===== src/rtl/pipe_pkg.sv =====
// Shared pipeline-control definitions: the priority-resolved per-edge action
// applied uniformly to every stage of a pipe_reg_chain.
package pipe_pkg;

    localparam int PIPE_DEFAULT_W = 32;

    typedef enum logic [1:0] {
        PIPE_ADV,
        PIPE_HOLD,
        PIPE_KILL
    } pipe_ctl_e;

    // flush dominates stall; with neither asserted the chain advances
    function automatic pipe_ctl_e pipe_ctl(input logic stall, input logic flush);
        if (flush) return PIPE_KILL;
        if (stall) return PIPE_HOLD;
        return PIPE_ADV;
    endfunction

endpackage


===== src/rtl/pipe_stage_reg.sv =====
// One pipeline stage: data and valid registers updated by the shared control
// action (advance loads upstream, hold keeps, kill clears valid only).
module pipe_stage_reg
    import pipe_pkg::*;
#(
    parameter int               WIDTH     = PIPE_DEFAULT_W,
    parameter logic [WIDTH-1:0] RESET_VAL = '0
) (
    input  logic             clk,
    input  logic             reset,
    input  pipe_ctl_e        ctl,
    input  logic [WIDTH-1:0] d,
    input  logic             d_valid,
    output logic [WIDTH-1:0] q,
    output logic             q_valid
);

    logic [WIDTH-1:0] data_d, data_q;
    logic             valid_d, valid_q;

    always_comb begin
        data_d  = data_q;
        valid_d = valid_q;
        case (ctl)
            PIPE_ADV: begin
                data_d  = d;
                valid_d = d_valid;
            end
            PIPE_KILL: valid_d = 1'b0;
            default: ;
        endcase
    end

    always_ff @(posedge clk or posedge reset) begin
        if (reset) begin
            data_q  <= RESET_VAL;
            valid_q <= 1'b0;
        end else begin
            data_q  <= data_d;
            valid_q <= valid_d;
        end
    end

    assign q       = data_q;
    assign q_valid = valid_q;

endmodule


===== src/rtl/pipe_reg_chain.sv =====
// DEPTH-stage pipeline register with stall/flush, valid-stage popcount and
// optional saturating perf counters (enabled by PIPE_REG_CHAIN_PERF_EN).
module pipe_reg_chain
    import pipe_pkg::*;
#(
    parameter int               WIDTH        = PIPE_DEFAULT_W,
    parameter int               DEPTH        = 1,
    parameter logic [WIDTH-1:0] RESET_VAL    = '0,
    parameter int               ZERO_INVALID = 0,
    parameter int               CNT_W        = 16
) (
    input  logic                       clk,
    input  logic                       reset,
    input  logic                       stall,
    input  logic                       flush,
    input  logic [WIDTH-1:0]           d,
    input  logic                       d_valid,
    output logic [WIDTH-1:0]           q,
    output logic                       q_valid,
    output logic [$clog2(DEPTH+1)-1:0] occ
`ifdef PIPE_REG_CHAIN_PERF_EN
    ,
    output logic [CNT_W-1:0]           stall_cnt,
    output logic [CNT_W-1:0]           flush_cnt
`endif
);

    localparam int OCC_W = $clog2(DEPTH+1);

    if (WIDTH < 1 || DEPTH < 1 || CNT_W < 1) begin : g_param_chk
        $error("pipe_reg_chain: WIDTH, DEPTH and CNT_W must all be >= 1");
    end

    pipe_ctl_e ctl;
    assign ctl = pipe_ctl(stall, flush);

    // index 0 is the chain input; index i is the output of stage i-1
    logic [DEPTH:0][WIDTH-1:0] data_chain;
    logic [DEPTH:0]            vld_chain;

    assign data_chain[0] = d;
    assign vld_chain[0]  = d_valid;

    for (genvar i = 0; i < DEPTH; i++) begin : g_stage
        pipe_stage_reg #(
            .WIDTH     (WIDTH),
            .RESET_VAL (RESET_VAL)
        ) u_stage (
            .clk     (clk),
            .reset   (reset),
            .ctl     (ctl),
            .d       (data_chain[i]),
            .d_valid (vld_chain[i]),
            .q       (data_chain[i+1]),
            .q_valid (vld_chain[i+1])
        );
    end

    always_comb begin
        occ = '0;
        for (int i = 1; i <= DEPTH; i++) occ = occ + OCC_W'(vld_chain[i]);
    end

    assign q_valid = vld_chain[DEPTH];
    assign q       = (ZERO_INVALID != 0 && !vld_chain[DEPTH]) ? '0 : data_chain[DEPTH];

`ifdef PIPE_REG_CHAIN_PERF_EN
    logic [CNT_W-1:0] stall_cnt_d, stall_cnt_q;
    logic [CNT_W-1:0] flush_cnt_d, flush_cnt_q;

    // both counters saturate rather than wrap
    always_comb begin
        stall_cnt_d = stall_cnt_q;
        flush_cnt_d = flush_cnt_q;
        if (ctl == PIPE_HOLD && stall_cnt_q != {CNT_W{1'b1}})
            stall_cnt_d = stall_cnt_q + CNT_W'(1);
        if (ctl == PIPE_KILL && flush_cnt_q != {CNT_W{1'b1}})
            flush_cnt_d = flush_cnt_q + CNT_W'(1);
    end

    always_ff @(posedge clk or posedge reset) begin
        if (reset) begin
            stall_cnt_q <= '0;
            flush_cnt_q <= '0;
        end else begin
            stall_cnt_q <= stall_cnt_d;
            flush_cnt_q <= flush_cnt_d;
        end
    end

    assign stall_cnt = stall_cnt_q;
    assign flush_cnt = flush_cnt_q;
`endif

endmodule


===== config.mk =====
export PLATFORM = sky130hd
export DESIGN_NAME = pipe_reg_chain
export DESIGN_NICKNAME = d
export VERILOG_FILES = /design/src/rtl/pipe_pkg.sv /design/src/rtl/pipe_stage_reg.sv /design/src/rtl/pipe_reg_chain.sv
export SDC_FILE = /design/constraint.sdc
export NUM_CORES = 1
export LEC_CHECK = 0
export CAP_MARGIN = 20
export CORE_UTILIZATION = 39
export CTS_CLUSTER_DIAMETER = 100
export DETAILED_ROUTE_END_ITERATION = 8
export PLACE_DENSITY = 0.79
export SYNTH_ARGS = -nofsm -noshare
export SYNTH_HDL_FRONTEND = slang
export SYNTH_SLANG_ARGS = --single-unit

===== constraint.sdc =====
create_clock -name clk -period 1.1 [get_ports clk]
set_clock_uncertainty 0.1 [all_clocks]
set_input_delay 0.22 -clock clk [delete_from_list [all_inputs] [get_ports clk]]
set_output_delay 0.22 -clock clk [all_outputs]
set_load 0.02 [all_outputs]

==> impl_metrics.toml <==
[sta]
hold_viol_final = 0
worst_pin_slew_ps = 177
max_freq_mhz = 809
finalMaxSlewViolations = 0
post-route-period-util_pct = 112
min_period_ps = 1240
max-slew-margin-rel_pct = 88.2
hold_ws_ps = 144
finalSetupViolCount = 35
setup_ws_ps = -136
rsz0062_at_grt = "yes"

[drt]
first_pass_iters = 4
routedWlPerCell_microns = 13.6
dr_total_vias = 968
vias_per_cell = 4.46
wl_microns = 2960
drc = 0
postRouteAntennaNets = 0
drt_iter0_markers = 7

[global_routing]
antenna_found_initial = 0
grt_max_degree = 34
grt_overflow = 0
grt_pass1_wl_microns = 4530
track_usage_pct = 17.7
first_global_vias = 983

[clocking]
cts_buffer_depth = 2
clock-sinks = 33
clk_pin_slew_worst_paths_ps = 90
clock-root-buffer = "clkbuf_4"
tritoncts = "done"
htreeDepth = 2
numCtsBuffers = 5
clock_latency_ps = 330

[power_and_ir_drop]
power.total_mw = 3.48
p_leak_nw = 1.16
ir_drop_mv = 0.827
cellPowerDensity_nw_per_um2 = 1430

[place]
hpwlAfterDp_microns = 2050
placed_area_sq_um = 2200
dp_worst_setup_slack_ps = -543
port-buffer-count = 70
routabilityCongestion = 0.661

[setup_path]
required_ps = 780
slowest_stage = "dfrtp_1"
r2r_cells = 3
cp_num_buf_inv = 1
crit_family = "flip-flops"
r2r_end = "g_stage[0].u_stage.q[5]"
rr_startpoint = "g_stage[0].u_stage.q[5]"
crit_path_start_kind = "flop"
crit_fanout = 3
cpPeakStageDelay_ps = 430
crit_arrival_ps = 920
path_cells = "buf_6"
r2r_slack_ps = 0
path_class = "flop to output pin"
crit_path_end_kind = "output pin"

[synth]
yosysSeqAreaShare_pct = 59.8
yosysUniqueCellTypes = 9
synth_seq_cells = 33
synth_cells = 73
netlist_area_sq_um = 1380
syn_nets = 110
syn_area_per_cell_sq_um = 18.9
ys.warnings.count = 0

[floorplan]
fp.dieArea_sq_um = 3780
die_w_microns = 61.5
die_h_microns = 61.5
rows = 21
ioPinCount = 71
fp.coreArea_sq_um = 3360
initial_core_util_pct = 41.0

[cells_and_area]
final_common_cell = "buf_6"
fillCellCount = 243
postLayoutCoreUtil_pct = 72.4
drive_above_1_share_pct = 57.3
design_area_sq_um = 2430
diodes = 0
areaGrowthSynthToFinish_pct = 76.3
nNetsFinal = 208
final_cell_mix = "buf_6, clkdlybuf4s50_1, dfrtp_1, mux2_4, buf_4"

[status]
violations = "negative setup slack"
status = "finished, violations left"

[job]
max-cap-violations = 0

[worst_hold_path]
hold_class = "input pin to async pin"
## cells by family after synthesis
| family | after synthesis | synth area share (%) |
|---|---|---|
| buffers and inverters | 5 | 4.08 |
| AND/OR/NAND/NOR | 2 | 1.09 |
| flip-flops | 33 | 59.8 |
| multiplexers | 33 | 35.0 |
## Yosys cell counts (all sizes together)
| library cell | count | area share, % |
|---|---|---|
| dfrtp | 33 | 60 |
| mux2 | 32 | 34 |
| buf | 4 | 3.8 |
| nor2 | 2 | 1.1 |
| inv | 1 | 0.27 |
| mux2i | 1 | 0.73 |
## state kept, by name (all words and copies together), names as in the netlist
signal / cells
g_stage.u_stage.q: 32
g_stage.u_stage.q_valid: 1
## where the power goes
| group | total [mW] | internal (mW) | switching (mW) |
|---|---|---|---|
| Combinational | 1.29 | 0.827 | 0.458 |
| Clock | 0.663 | 0.301 | 0.362 |
| Sequential | 1.53 | 1.39 | 0.141 |
## per-layer routing
layer	part of all wire, %	GRT usage, %	vias up
met4	2.0	8.57	0
met5	0	0	-
li1	-	-	445
met1	41	21.4	471
met2	49	26.3	45
met3	8.5	8.61	7
## repair_timing
action | 4_1_cts | 5_1_grt
pin swaps | 1 | 1
buffers inserted | 15 | 3
cloned | 1 | 0
endpoints found under the setup margin | 66 | 45
hold buffers | 0 | 0
gates resized for setup | 204 | 5
## per-stage QoR
stage               setup TNS, ps  cells
floorplan                   -60.5     73
global placement           -21410    195
detailed placement         -22380    195
CTS                         -4060    215
global route                -4950    217
finish                      -3040    217
## final cells by class
class	instances	area [sq um]	share of cell area (%)
clock buffer	7	55.1	2.26
sequential	33	826	33.9
multi-input combinational	35	498	20.5
timing repair buffer	95	993	40.8
tap	46	57.6	2.37
inverter	1	3.75	0.154
## worst reg2reg max path: cells and delay by family, from the launching register on
kind | cells | cell delay [ps]
buffers and inverters | 2 | 240
flip-flops | 1 | 400
multiplexers | 1 | 260
## how the worst max path moves through the flow
| stage | from | to | slack [ps] | depth (start not counted) |
|---|---|---|---|---|
| final | g_stage[0].u_stage.q_valid | q_valid | -140 | 1 |
| after global routing | g_stage[0].u_stage.q_valid | q_valid | -190 | 1 |
| after CTS | g_stage[0].u_stage.q_valid | q_valid | -160 | 1 |
| after detailed placement | stall | g_stage[0].u_stage.q[26] | -540 | 4 |
| after global placement | stall | g_stage[0].u_stage.q[13] | -510 | 4 |
| after floorplan | stall | g_stage[0].u_stage.q[0] | -2 | 3 |
Note: power is estimated with default switching activity, not from simulation.
